===== src/rtl/fetch_pkg.sv =====
// Shared types and constants for the instruction-fetch queue.
package fetch_pkg;

  localparam int unsigned FETCH_XLEN  = 32;
  localparam int unsigned INSTR_BYTES = 4;
  localparam logic [31:0] RESET_PC    = 32'hBFC0_0000;

  typedef struct packed {
    logic [FETCH_XLEN-1:0] pc;
    logic [FETCH_XLEN-1:0] instr;
  } fetch_entry_t;

endpackage


===== src/rtl/sync_fifo.sv =====
// Small synchronous FIFO with occupancy count and synchronous clear.
// Depth must be a power of two so the pointers wrap naturally.
module sync_fifo #(
  parameter int unsigned Width = 32,
  parameter int unsigned Depth = 4
) (
  input  logic                       clk_i,
  input  logic                       rst_ni,
  input  logic                       clr_i,
  input  logic                       push_i,
  input  logic [Width-1:0]           wdata_i,
  input  logic                       pop_i,
  output logic [Width-1:0]           rdata_o,
  output logic [$clog2(Depth+1)-1:0] count_o
);

  localparam int unsigned PtrW = $clog2(Depth);
  localparam int unsigned CntW = $clog2(Depth + 1);

  logic [Width-1:0] mem_q [Depth];
  logic [Width-1:0] mem_d [Depth];
  logic [PtrW-1:0]  wr_ptr_q, wr_ptr_d;
  logic [PtrW-1:0]  rd_ptr_q, rd_ptr_d;
  logic [CntW-1:0]  count_q, count_d;

  always_comb begin
    mem_d    = mem_q;
    wr_ptr_d = wr_ptr_q;
    rd_ptr_d = rd_ptr_q;
    count_d  = count_q;
    if (clr_i) begin
      wr_ptr_d = '0;
      rd_ptr_d = '0;
      count_d  = '0;
    end else begin
      if (push_i) begin
        mem_d[wr_ptr_q] = wdata_i;
        wr_ptr_d        = wr_ptr_q + PtrW'(1);
      end
      if (pop_i) begin
        rd_ptr_d = rd_ptr_q + PtrW'(1);
      end
      count_d = count_q + CntW'(push_i) - CntW'(pop_i);
    end
  end

  always_ff @(posedge clk_i or negedge rst_ni) begin
    if (!rst_ni) begin
      mem_q    <= '{default: '0};
      wr_ptr_q <= '0;
      rd_ptr_q <= '0;
      count_q  <= '0;
    end else begin
      mem_q    <= mem_d;
      wr_ptr_q <= wr_ptr_d;
      rd_ptr_q <= rd_ptr_d;
      count_q  <= count_d;
    end
  end

  assign rdata_o = mem_q[rd_ptr_q];
  assign count_o = count_q;

endmodule


===== src/rtl/fetch_queue.sv =====
// Instruction-fetch buffer: issues in-order imem reads at PCF, queues {pc, instr} for decode.
// Optional same-cycle bypass to decode when the queue is empty: define FETCH_BYPASS_EN.
module fetch_queue
  import fetch_pkg::*;
#(
  parameter int unsigned DATA_WIDTH = 32,
  parameter int unsigned DEPTH      = 4
) (
  input  logic                  clk,
  input  logic                  rst,
  input  logic [DATA_WIDTH-1:0] pcf,
  input  logic                  flush,
  output logic                  stall_f,
  output logic                  imem_req_valid,
  input  logic                  imem_req_ready,
  output logic [DATA_WIDTH-1:0] imem_addr,
  input  logic                  imem_rsp_valid,
  input  logic [DATA_WIDTH-1:0] imem_rsp_data,
  output logic                  dec_valid,
  input  logic                  dec_ready,
  output logic [DATA_WIDTH-1:0] dec_instr,
  output logic [DATA_WIDTH-1:0] dec_pc,
  output logic [DATA_WIDTH-1:0] dec_pc_plus4
);

  localparam int unsigned CW = $clog2(DEPTH + 1);

  logic [CW-1:0]           count, outstanding;
  logic [CW-1:0]           drop_cnt_q, drop_cnt_d;
  logic [CW:0]             reserved;
  logic                    issue, rsp_live, rsp_keep, bypass, q_push, q_pop;
  logic [DATA_WIDTH-1:0]   infl_pc;
  logic [2*DATA_WIDTH-1:0] q_rdata;

  // Queue slots are reserved at issue time, so responses never need backpressure.
  assign reserved       = {1'b0, count} + {1'b0, outstanding} - {1'b0, drop_cnt_q};
  assign imem_req_valid = rst & ~flush & (reserved < (CW+1)'(DEPTH));
  assign imem_addr      = pcf;
  assign issue          = imem_req_valid & imem_req_ready;
  assign stall_f        = ~rst | (~flush & ~issue);

  assign rsp_live = imem_rsp_valid & (outstanding != '0);
  assign rsp_keep = rsp_live & (drop_cnt_q == '0) & ~flush;

`ifdef FETCH_BYPASS_EN
  assign bypass = rsp_keep & (count == '0) & dec_ready;
`else
  assign bypass = 1'b0;
`endif

  assign q_push    = rsp_keep & ~bypass;
  assign q_pop     = (count != '0) & ~flush & dec_ready;
  assign dec_valid = ((count != '0) & ~flush) | bypass;

  always_comb begin
    dec_pc    = q_rdata[2*DATA_WIDTH-1:DATA_WIDTH];
    dec_instr = q_rdata[DATA_WIDTH-1:0];
    if (bypass) begin
      dec_pc    = infl_pc;
      dec_instr = imem_rsp_data;
    end
    dec_pc_plus4 = rst ? dec_pc + DATA_WIDTH'(INSTR_BYTES) : '0;
  end

  // Every request still in flight at a redirect is stale, including ones already marked.
  always_comb begin
    drop_cnt_d = drop_cnt_q;
    if (flush) begin
      drop_cnt_d = outstanding - CW'(rsp_live);
    end else if (rsp_live && (drop_cnt_q != '0)) begin
      drop_cnt_d = drop_cnt_q - CW'(1);
    end
  end

  always_ff @(posedge clk or negedge rst) begin
    if (!rst) begin
      drop_cnt_q <= '0;
    end else begin
      drop_cnt_q <= drop_cnt_d;
    end
  end

  sync_fifo #(
    .Width(DATA_WIDTH),
    .Depth(DEPTH)
  ) u_infl (
    .clk_i  (clk),
    .rst_ni (rst),
    .clr_i  (1'b0),
    .push_i (issue),
    .wdata_i(pcf),
    .pop_i  (rsp_live),
    .rdata_o(infl_pc),
    .count_o(outstanding)
  );

  sync_fifo #(
    .Width(2 * DATA_WIDTH),
    .Depth(DEPTH)
  ) u_queue (
    .clk_i  (clk),
    .rst_ni (rst),
    .clr_i  (flush),
    .push_i (q_push),
    .wdata_i({infl_pc, imem_rsp_data}),
    .pop_i  (q_pop),
    .rdata_o(q_rdata),
    .count_o(count)
  );

`ifndef SYNTHESIS
  a_rsp_has_req : assert property (@(posedge clk) disable iff (!rst)
    imem_rsp_valid |-> (outstanding != '0))
    else $error("imem response with no request outstanding");
`endif

endmodule

===== config.mk =====
export PLATFORM = sky130hd
export DESIGN_NAME = fetch_queue
export DESIGN_NICKNAME = d
export VERILOG_FILES = /design/src/rtl/fetch_pkg.sv /design/src/rtl/sync_fifo.sv /design/src/rtl/fetch_queue.sv
export SDC_FILE = /design/constraint.sdc
export NUM_CORES = 1
export LEC_CHECK = 0
export BUFFER_PORTS_ARGS = -buffer_cell sky130_fd_sc_hd__buf_4
export CAP_MARGIN = 10
export CELL_PAD_IN_SITES_DETAIL_PLACEMENT = 1
export CELL_PAD_IN_SITES_GLOBAL_PLACEMENT = 2
export CORE_MARGIN = 5
export CORE_UTILIZATION = 44
export CTS_BUF_LIST = sky130_fd_sc_hd__clkbuf_8
export DETAILED_ROUTE_END_ITERATION = 7
export HOLD_SLACK_MARGIN = 0.03
export PLACE_DENSITY_LB_ADDON = 0.1
export SETUP_SLACK_MARGIN = 0.1
export SYNTH_ARGS = -nofsm -noshare
export SYNTH_HDL_FRONTEND = slang
export SYNTH_SLANG_ARGS = --single-unit

===== constraint.sdc =====
create_clock -name clk -period 5 [get_ports clk]
set_clock_uncertainty 0.05 [all_clocks]
set_input_delay 0.25 -clock clk [delete_from_list [all_inputs] [get_ports clk]]
set_output_delay 0.25 -clock clk [all_outputs]
set_load 0.03 [all_outputs]

## Word level (Yosys, flattened, before mapping)

Index checks and enable logic that the tools add are counted.
Widths: inputs -> output; s select.

| word-level totals | value |
|---|---|
| output and inout bits | 131 |
| flip-flop bits (word level) | 401 |
| logic and storage cells | 83 |
| input bits | 70 |

| cells by class | value |
|---|---|
| order comparisons | 7 |
| mux-type cells | 20 |
| add/sub/neg operators | 13 |
| reduce and logical (&&, ||, !) cells | 11 |
| bitwise operators | 17 |

Operator list:

| cell | number |
|---|---|
| $bwmux 256 | 1 |
| $mux 64 | 3 |
| $bmux 64 s2 | 1 |
| $bwmux 128 | 1 |
| $demux 64 s2 | 1 |
| $mux 32 | 4 |
| $bmux 32 s2 | 1 |
| $demux 32 s2 | 1 |
| $add 32x3->32 const B | 1 |
| $ge 3x3->1 const B | 4 |
| $not 2->3 | 4 |
| $and 1x1->1 | 9 |
| $mux 3 | 3 |
| $reduce_bool 3->1 | 3 |
| $sub 3x1->3 | 3 |
| $add 2x1->2 const B | 4 |
| $mux 2 | 4 |
| $add 3x1->3 | 2 |
| $lt 3x1->1 const B | 2 |
| $reduce_bool 2->1 | 3 |
| $add 3x3->4 | 1 |
| $lt 4x3->1 const B | 1 |
| $sub 4x3->4 | 1 |
| $logic_and 1x1->1 | 3 |
| 5 further kinds | 7 |

## Logic depth before layout (Yosys ltp)

Gate-level depths: netlist of run 1.

| logic depth | value |
|---|---|
| depth in word-level cells | 8 |
| mapped depth | 12 |
| mapped depth without buffers | 12 |

## Hierarchy

From an unflattened synthesis of run 1, not the netlist that was laid out.

| second synthesis, totals | value |
|---|---|
| cells, all modules | 1217 |
| area total of the unflattened synthesis | 20173.1 µm² |

By module, submodules not included:

| module | cells each | times used | area each (µm²) | seq. area each (µm²) |
|---|---|---|---|---|
| sync_fifo at u_queue | 657 | 1 | 12451.9 | 6581.3 |
| sync_fifo at u_infl | 346 | 1 | 6267.3 | 3378.2 |
| fetch_queue | 214 | 1 | 1453.9 | 75.1 |

## Worst setup path after synthesis of run 1

No wires, ideal clock.

| timing | value |
|---|---|
| path kind | register to register |
| start point | register u_infl.count_q[1] (netlist: u_infl.count_o[1]) |
| end point | register u_infl.count_q[2] (netlist: u_infl.count_o[2]) |
| setup slack | 1.280 ns |
| data required time | 4.825 ns |
| period minus slack after synthesis | 3.720 ns |
| arrival time | 3.545 ns |
| library setup time | 0.125 ns |
| path buffers | 0 |
| cell stages (with the launch flop) | 13 |
| path through | dfrtp_1 -> inv_1 -> fa_1 -> inv_1 -> ha_1 -> and3b_1 -> or4b_4 -> a311oi_4 -> ha_1 -> inv_1 -> fa_1 -> xnor2_1 -> xnor2_1 |

| between the ends | value |
|---|---|
| cells in the longest elaborated chain, start to end | 7 |
| elaborated cells on any way between the ends | 9 |
| those cells by class | add/sub (4); order compare (1); bitwise (3); reduce/logical (1) |

RTL lines:

| item | RTL line | source |
|---|---|---|
| from (decl) | sync_fifo.sv:24 | `logic [CntW-1:0] count_q, count_d;` |
| from (signal assigned) | sync_fifo.sv:57 | `count_q <= count_d;` |
| $add 3x3->4 | fetch_queue.sv:36 | `assign reserved = {1'b0, count} + {1'b0, outstanding} - {1'b0, drop_cnt_q};` |
| $sub 4x3->4 | fetch_queue.sv:36 |  |
| $lt 4x3->1 | fetch_queue.sv:37 | `assign imem_req_valid = rst & ~flush & (reserved < (CW+1)'(DEPTH));` |
| $and 1x1->1 | fetch_queue.sv:37 |  |
| $and 1x1->1 | fetch_queue.sv:39 | `assign issue = imem_req_valid & imem_req_ready;` |
| net issue | fetch_queue.sv:31 | `logic issue, rsp_live, rsp_keep, bypass, q_push, q_pop;` |
| $add 3x1->3 | sync_fifo.sv:43 | `count_d = count_q + CntW'(push_i) - CntW'(pop_i);` |
| $sub 3x1->3 | sync_fifo.sv:43 |  |
| net u_infl.count_d[2] | sync_fifo.sv:24 |  |

The timed path passes the listed nets, and every way through them passes these cells.
A chain may end at the register's enable or synchronous reset.

## Final worst setup path of run 1

| timing | value |
|---|---|
| start point | register u_queue.rd_ptr_q[0] |
| end point | output dec_pc_plus4[30] |

| between the ends | value |
|---|---|
| cells in the longest elaborated chain, start to end | 6 |

RTL lines:

| item | RTL line | source |
|---|---|---|
| from (decl) | sync_fifo.sv:23 | `logic [PtrW-1:0] rd_ptr_q, rd_ptr_d;` |
| from (signal assigned) | sync_fifo.sv:56 | `rd_ptr_q <= rd_ptr_d;` |
| $not 2->3 (implied by the code) | sync_fifo.sv:61 | `assign rdata_o = mem_q[rd_ptr_q];` |
| $bmux 64 s2 | sync_fifo.sv:61 |  |
| $mux 64 (implied by the code) (2 in a row) | sync_fifo.sv:61 |  |
| $add 32x3->32 | fetch_queue.sv:62 | `dec_pc_plus4 = rst ? dec_pc + DATA_WIDTH'(INSTR_BYTES) : '0;` |
| $mux 32 | fetch_queue.sv:62 |  |
| to (decl) | fetch_queue.sv:23 | `output logic [DATA_WIDTH-1:0] dec_pc_plus4` |

Every way passes these cells. The select of a mux whose other input is x is not followed.

==> key figures, run 1 <==
STA
  – Min Clock Period, post-route: 4.21 ns
  – Final setup fails: 0
  – Final setup margin: 0.792 ns
  – Final Max Slew Viols: 0
  – Slew @ Worst Pin: 1.06 ns
  – Final hold violation count: 0
  – Final setup TNS: 0 ns
  – Unrepaired setup endpoints after global routing: no
  – Worst relative slew slack: 29.1%
  – Final worst path period share: 84.2%
  – Fmax: 0.238 GHz

Setup path
  – Cells along the critical path: buf_4, mux4_2, and3_1, nand4_1, nor4_1, mux2i_1, buf_4
  – CP top delay family: simple AND/OR/NAND/NOR gates
  – Worst Path Buf+Inv: 2
  – Setup CP Type: register to output port
  – Capture point of the worst reg-to-reg path: u_infl.count_o[2]
  – Worst Path Max Fanout: 24
  – Reg2Reg Depth: 12
  – Max stage delay on crit path: 0.70 ns
  – CP max-delay cell: dfrtp_4
  – Arr. time, crit path: 3.91 ns
  – Crit. End Element: output port
  – Worst R2R Start: u_infl.count_o[1]
  – R2r setup slk: 1.02 ns
  – Required @ worst endpoint: 4.70 ns
  – Cell mode on critical path: buf_4
  – Critical Path Start Type: register

Routing
  – Vias per Instance: 5.49
  – ANT nets after route: 0
  – Detailed-route via count: 11300
  – Number of DRC markers in iteration 0: 452
  – First-pass DRT Iterations: 4
  – DRC viols: 0
  – Avg WL per Cell: 22.6 µm
  – Post-Route WL: 46400 µm

Hold path
  – Hold Path Sink: u_infl.wr_ptr_q[0]
  – Hold path start: imem_req_ready
  – Worst hold path class: input pin to register
  – WHS Path Cells: 4

Yosys
  – Seq cells post-synth: 401
  – Largest family of logic cells by synthesized area: multiplexers
  – Post-synth EDFFs: 0
  – Mapped Cells: 1216
  – XOR/XNOR share of the synthesized area: 0.979%
  – Asr flop ratio synth: 100%
  – Post-Synth Adder-Cell Area: 1.76%
  – Post-synthesis mux area share: 34.8%
  – Ys Warns: 0
  – Seq/Total Area, Yosys: 53.4%
  – Most common flop cell mapped by yosys: dfrtp_1
  – Synthesized cell area: 0.0188 mm²
  – Post-synth cell types: 48
  – Post-synthesis simple-gate area fraction: 3.36%
  – Synth Area in Compound Gates: 1.54%
  – Syn Nets: 1310
  – Post-Synthesis Mean Instance Area: 15.4 µm²

Global routing
  – First-pass GRT wire length: 74600 µm
  – Vias in the first global route: 12700
  – Initial antenna violation count: 1
  – Grt total ovfl: 0
  – Largest net degree at the start of global routing: 176
  – Total Routing Usage GR: 20.2%

Power
  – Leak: 10.7 nW
  – Pwr Density: 491 mW/mm²
  – Max VDD drop: 264 µV
  – NetSw: 3.66 mW
  – Gate power share: 33.8%
  – Clock network power share: 25.6%
  – Sw Share: 33.2%
  – Flop pwr share: 40.7%
  – Pint: 7.36 mW

Placement
  – Gpl congestion: 0.720
  – Dpl ws: 0.967 ns
  – Placed cells: 1867
  – PortBufs: 200
  – Area after DPL: 0.0205 mm²
  – HPWL Detailed: 28900 µm

Floorplanning
  – Initial Utilization: 44.6%
  – Core area: 0.0421 mm²
  – Site Rows: 75
  – Die X: 217 µm
  – Die height: 217 µm
  – I/O pin total: 201
  – Die area: 0.0469 mm²

Clocking
  – Number of buffers created by CTS: 71
  – Htree depth: 3
  – Clock buffer depth: 3
  – Worst-path clk slew: 0.06 ns
  – Clock Sinks: 401
  – CTS tree: yes
  – Post-CTS resize count: 0
  – Clk Latency, worst-skew pair: 0.60 ns
  – Root Driver: clkbuf_8

Status
  – Status: completed

Layout
  – Commonest non-fill, non-tap cells in the layout: dfrtp_1, mux2_2, buf_4
  – Finished Layout Cells: 2051
  – Ant diodes: 0
  – Share of layout cells above drive strength 1: 51.8%
  – Sequential Area: 0.0100 mm²
  – Area Growth Syn to Fin: 19.4%
  – Nets: 1561
  – Filler cells: 4106
  – Final instance area: 0.0224 mm²
  – Area taken by multi-input logic gates: 0.00797 mm²
  – Most common cell after layout, fill and taps aside: dfrtp_1

Job
  – MaxCap Viol Count: 0
==> synth_stat cells, types with 8 or more instances <==
cell type | n | area [µm²]
a21oi_1 | 16 | 80.1
and2_1 | 8 | 50.1
buf_2 | 33 | 165
buf_4 | 33 | 248
buf_6 | 14 | 158
clkbuf_1 | 20 | 75.1
dfrtp_1 | 401 | 10000
ha_1 | 20 | 250
inv_1 | 26 | 97.6
mux2_1 | 21 | 236
mux2_2 | 364 | 4100
mux4_2 | 96 | 2160
nand2_1 | 18 | 67.6
nand3_1 | 11 | 55.1
nor2_1 | 19 | 71.3
o21ai_0 | 9 | 45.0
o31ai_1 | 9 | 67.6
or4_1 | 11 | 82.6
xnor2_1 | 17 | 149
==> final cells by class <==
type,count,area share [%]
inverters,27,0.452
clock buffers,85,5.22
well taps,539,3.01
multi-input cells,682,35.6
flip-flops and latches,401,44.8
repair buffers,284,10.4
clock inverters,33,0.575
==> per-stage QoR <==
stage | hold WS [ns] | util, % | power, mW
6_report | 0.104 | 53.2 | 11.0
5_1_grt | 0.0726 | 53.2 | 11.7
4_1_cts | 0.0485 | 53.2 | 11.2
3_5_place_dp | 0.192 | 48.6 | 8.27
3_3_place_gp | 0.191 | 48.6 | 8.15
2_1_floorplan | -0.0956 | - | 7.06
==> worst min-delay path, delay by kind of cell <==
family	cells	cell delay (ns)
xor+xnor	1	0.13
compound gates	1	0.10
buf+inv	1	0.11
simple gates	1	0.12
==> power by group through the flow <==
stage,clock [mW],combinational [mW],sequential [mW]
global placement,0,3.64,4.51
CTS,2.93,3.78,4.49
detailed placement,0,3.73,4.55
finish,2.81,3.72,4.48
floorplan,0,2.77,4.30
global route,3.09,4.01,4.59
==> logic make-up (layout without fill, tap and decap cells) <==
kind of cell / count (synthesis) / in the layout
AOI/OAI and AO/OA: 43 / 43
xor gates and xnor gates: 21 / 21
adders and majority gates: 24 / 24
buffers and inverters: 133 / 429
DFF: 401 / 401
muxes: 484 / 484
and+or+nand+nor: 110 / 110
==> state kept, by name, indices dropped and copies added (netlist names) <==
name              cells
u_queue.mem_q       256
u_infl.mem_q        128
drop_cnt_q            3
u_infl.count_o        3
u_queue.count_o       3
u_infl.rd_ptr_q       2
u_infl.wr_ptr_q       2
u_queue.rd_ptr_q      2
u_queue.wr_ptr_q      2
==> routing by layer <==
metal | vias up | part of all wire (%) | track usage [%] | wire, µm
li1 | 4949 | - | - | -
met5 | - | 0 | 0 | 0
met3 | 74 | 3.9 | 4.28 | 1820
met1 | 6029 | 42 | 25.9 | 19700
met2 | 206 | 51 | 35.1 | 23800
met4 | 0 | 2.3 | 5.64 | 1070
==> worst max-delay path by stage <==
| stage | slack, ns | endpoint | depth (start not counted) | start |
|---|---|---|---|---|
| after detailed placement | 0.97 | u_infl.count_o[2] | 12 | u_infl.count_o[1] |
| final | 0.79 | dec_pc_plus4[30] | 7 | u_queue.rd_ptr_q[0] |
| after global placement | 1.07 | u_infl.mem_q[18] | 9 | u_infl.count_o[1] |
| after CTS | 0.64 | dec_pc_plus4[30] | 7 | u_queue.rd_ptr_q[0] |
| after global routing | 0.48 | dec_pc_plus4[30] | 7 | u_queue.rd_ptr_q[0] |
| after floorplan | 1.28 | u_infl.count_o[2] | 12 | u_infl.count_o[1] |
==> repair_timing <==
| action | CTS | global route |
|---|---|---|
| setup buffers | 0 | 0 |
| hold buffers | 66 | 0 |
| setup endpoints to repair | 0 | 0 |
| endpoints found under the hold margin | 324 | 0 |
Note: power is estimated with default switching activity, not from simulation.
==> inputs of run 2 (changes only) <==
Clock period 5 ns to 4.2 ns, I/O delays scaled along.
==> run 2 against run 1 <==
Via count grew 0.54%. Non-clock buffer count grew 5. Register-to-register slack lost 0.49 ns. Setup slack lost 0.47 ns. Hold slack gained 0.0081 ns. Total power grew 21%. Count of clock-buffer cells in the layout grew 4. Largest power group unchanged. Highest routed layer unchanged.
==> key figures, run 2 (synthesis gave the netlist of run 1 again) <==
Status
  – Status: completed

Setup path
  – R2r setup slk: 0.53 ns (-0.49 ns)
  – Cells along the critical path: buf_16, mux4_2, and3_1, nand4_1, nor4_1, mux2i_1, buf_4
  – Max stage delay on crit path: 0.61 ns (-0.09 ns)
  – Reg2Reg Depth: 13 (+1)
  – Capture point of the worst reg-to-reg path: u_infl.count_o[2]
  – Worst Path Max Fanout: 11 (-54%)
  – Required @ worst endpoint: 3.94 ns (-0.76 ns)
  – CP max-delay cell: dfrtp_4
  – Crit. End Element: output port
  – Worst R2R Start: u_infl.count_o[1]
  – Setup CP Type: register to output port
  – Worst setup path start: u_queue.rd_ptr_q[0]
  – Critical Path Start Type: register
  – Arr. time, crit path: 3.62 ns (-0.29 ns)

Floorplanning
  – I/O pin total: 201 (unchanged)
  – Die height: 217 µm (unchanged)
  – Initial Utilization: 44.6% (unchanged)
  – Site Rows: 75 (unchanged)
  – Die X: 217 µm (unchanged)
  – Core area: 0.0421 mm² (unchanged)
  – Die area: 0.0469 mm² (unchanged)

Routing
  – DRC viols: 0 (unchanged)
  – ANT nets after route: 0 (unchanged)
  – Post-Route WL: 46300 µm (-0.16%)
  – Avg WL per Cell: 22.5 µm (-0.70%)
  – Vias per Instance: 5.49 (about the same)
  – Detailed-route via count: 11300 (+0.54%)
  – Number of DRC markers in iteration 0: 399 (-12%)
  – First-pass DRT Iterations: 6 (+2)

Layout
  – Nets: 1567 (+0.38%)
  – Reg with most FFs: u_queue.mem_q
  – Share of layout cells above drive strength 1: 52.3% (+0.55 points)
  – Most common cell after layout, fill and taps aside: dfrtp_1
  – Final instance area: 0.0227 mm² (+1.0%)
  – Commonest non-fill, non-tap cells in the layout: dfrtp_1, mux2_2, buf_4
  – Top Registers: u_queue.mem_q: 256 flops, u_infl.mem_q: 128 flops
  – Area Growth Syn to Fin: 20.6%
  – Ant diodes: 0 (unchanged)
  – Area taken by multi-input logic gates: 0.00800 mm² (+0.33%)
  – Sequential Area: 0.0100 mm² (unchanged)
  – Max reg flops: 256 (unchanged)
  – Filler cells: 4102 (-0.097%)

STA
  – Final Max Slew Viols: 0 (unchanged)
  – Fmax: 0.258 GHz
  – Min Clock Period, post-route: 3.88 ns
  – Slew @ Worst Pin: 0.924 ns (-0.140 ns)
  – Final hold violation count: 0 (unchanged)
  – Final setup TNS: 0 ns (unchanged)
  – Final setup margin: 0.318 ns (-0.475 ns)
  – Worst relative slew slack: 38.4% (+9.3 points)
  – Final setup fails: 0 (unchanged)
  – Final worst path period share: 92.4%
  – Unrepaired setup endpoints after global routing: no

Clocking
  – Htree depth: 3 (unchanged)
  – Worst-path clk slew: 0.05 ns (about the same)
  – Clock buffer depth: 3 (unchanged)
  – CTS tree: yes
  – Clk Latency, worst-skew pair: 0.60 ns (about the same)
  – Number of buffers created by CTS: 72 (+1.4%)
  – Clock Sinks: 401 (unchanged)
  – Root Driver: clkbuf_8

Placement
  – Gpl congestion: 0.724 (+0.57%)
  – HPWL Detailed: 29300 µm (+1.3%)
  – Dpl ws: 0.519 ns (-0.447 ns)
  – Area after DPL: 0.0205 mm² (+0.35%)
  – PortBufs: 200 (unchanged)

Global routing
  – Busiest layer in global routing: met2
  – First-pass GRT wire length: 74300 µm (-0.39%)
  – Global Route met1 Usage: 27.0% (+1.0 points)
  – Largest net degree at the start of global routing: 118 (-33%)
  – Met2 Use GR: 34.1% (-1.0 points)
  – Grt total ovfl: 0 (unchanged)
  – Met3 Use GR: 4.02% (-0.27 points)
  – Vias in the first global route: 12600 (-1.1%)
  – Initial antenna violation count: 0 (-1)
  – Total Routing Usage GR: 20.2% (-0.063 points)

Power
  – Post-layout total power: 13.3 mW (+21%)
  – Max VDD drop: 292 µV (+11%)
  – Leak: 10.8 nW (+0.86%)
  – Pwr Density: 589 mW/mm² (+20%)

Hold path
  – Worst hold path class: input pin to register
  – Hold path start: dec_ready
  – Hold Path Sink: u_queue.rd_ptr_q[0]
  – WHS Path Cells: 4 (unchanged)

Job
  – MaxCap Viol Count: 0 (unchanged)
run 2: cell count changes in the layout (fill, tap and decap cells not counted), sizes merged, moves of 2 or more:
cell | before | now
buf | 218 | 222
clkinvlp | 0 | 2
clkinv | 5 | 3
clkbuf | 85 | 89
run 2: cell type report:
class                   instances  area share [%]
multi-input cells             682            35.3
well taps                     539            2.98
inverters                      27           0.447
clock inverters                35           0.740
clock buffers                  89            5.41
flip-flops and latches        401            44.3
repair buffers                289            10.8
run 2: how the worst max path moves through the flow:
| stage | end | slack (ns) | cells after the start |
|---|---|---|---|
| finish | dec_pc_plus4[30] | 0.32 | 7 |
| floorplan | u_infl.count_o[2] | 0.48 | 12 |
| global route | dec_pc_plus4[30] | 0.14 | 7 |
| detailed placement | u_infl.count_o[2] | 0.52 | 13 |
| CTS | dec_pc_plus4[22] | 0.16 | 7 |
| global placement | u_infl.count_o[2] | 0.59 | 13 |
run 2: per-layer routing:
metal / vias to the layer above / wire length [µm]
met5: - / 0
met3: 81 / 1890
met1: 6047 / 20100
met2: 211 / 23300
met4: 0 / 1070
li1: 4980 / -
run 2: worst max-delay path: cells and delay by family (launching register included):
kind / cells / cell delay [ns]
simple gates: 3 / 1.12
buf+inv: 2 / 0.45
mux: 2 / 0.82
flops: 1 / 0.61
run 2: power breakdown:
| part | internal (mW) | leakage (nW) | switching, mW | total (mW) |
|---|---|---|---|---|
| combinational | 2.22 | 4.58 | 2.27 | 4.48 |
| sequential | 4.77 | 5.39 | 0.564 | 5.33 |
| clock | 1.95 | 0.822 | 1.57 | 3.52 |
| total | 8.94 | 10.8 | 4.40 | 13.3 |
run 2: through the flow:
step / hold WS, ns / cells / util, %
floorplan: -0.136 / 1216 / -
finish: 0.112 / 2062 / 53.8
detailed placement: 0.198 / 1870 / 48.7
global route: 0.118 / 2062 / 53.8
CTS: 0.0647 / 2062 / 53.7
global placement: 0.194 / 1870 / 48.7
run 2: repair_timing:
item / CTS / global route
endpoints found under the setup margin: 8 / 6
buffers inserted: 1 / 0
endpoints found under the hold margin: 344 / 0
resized for setup: 3 / 4
hold buffers: 67 / 0
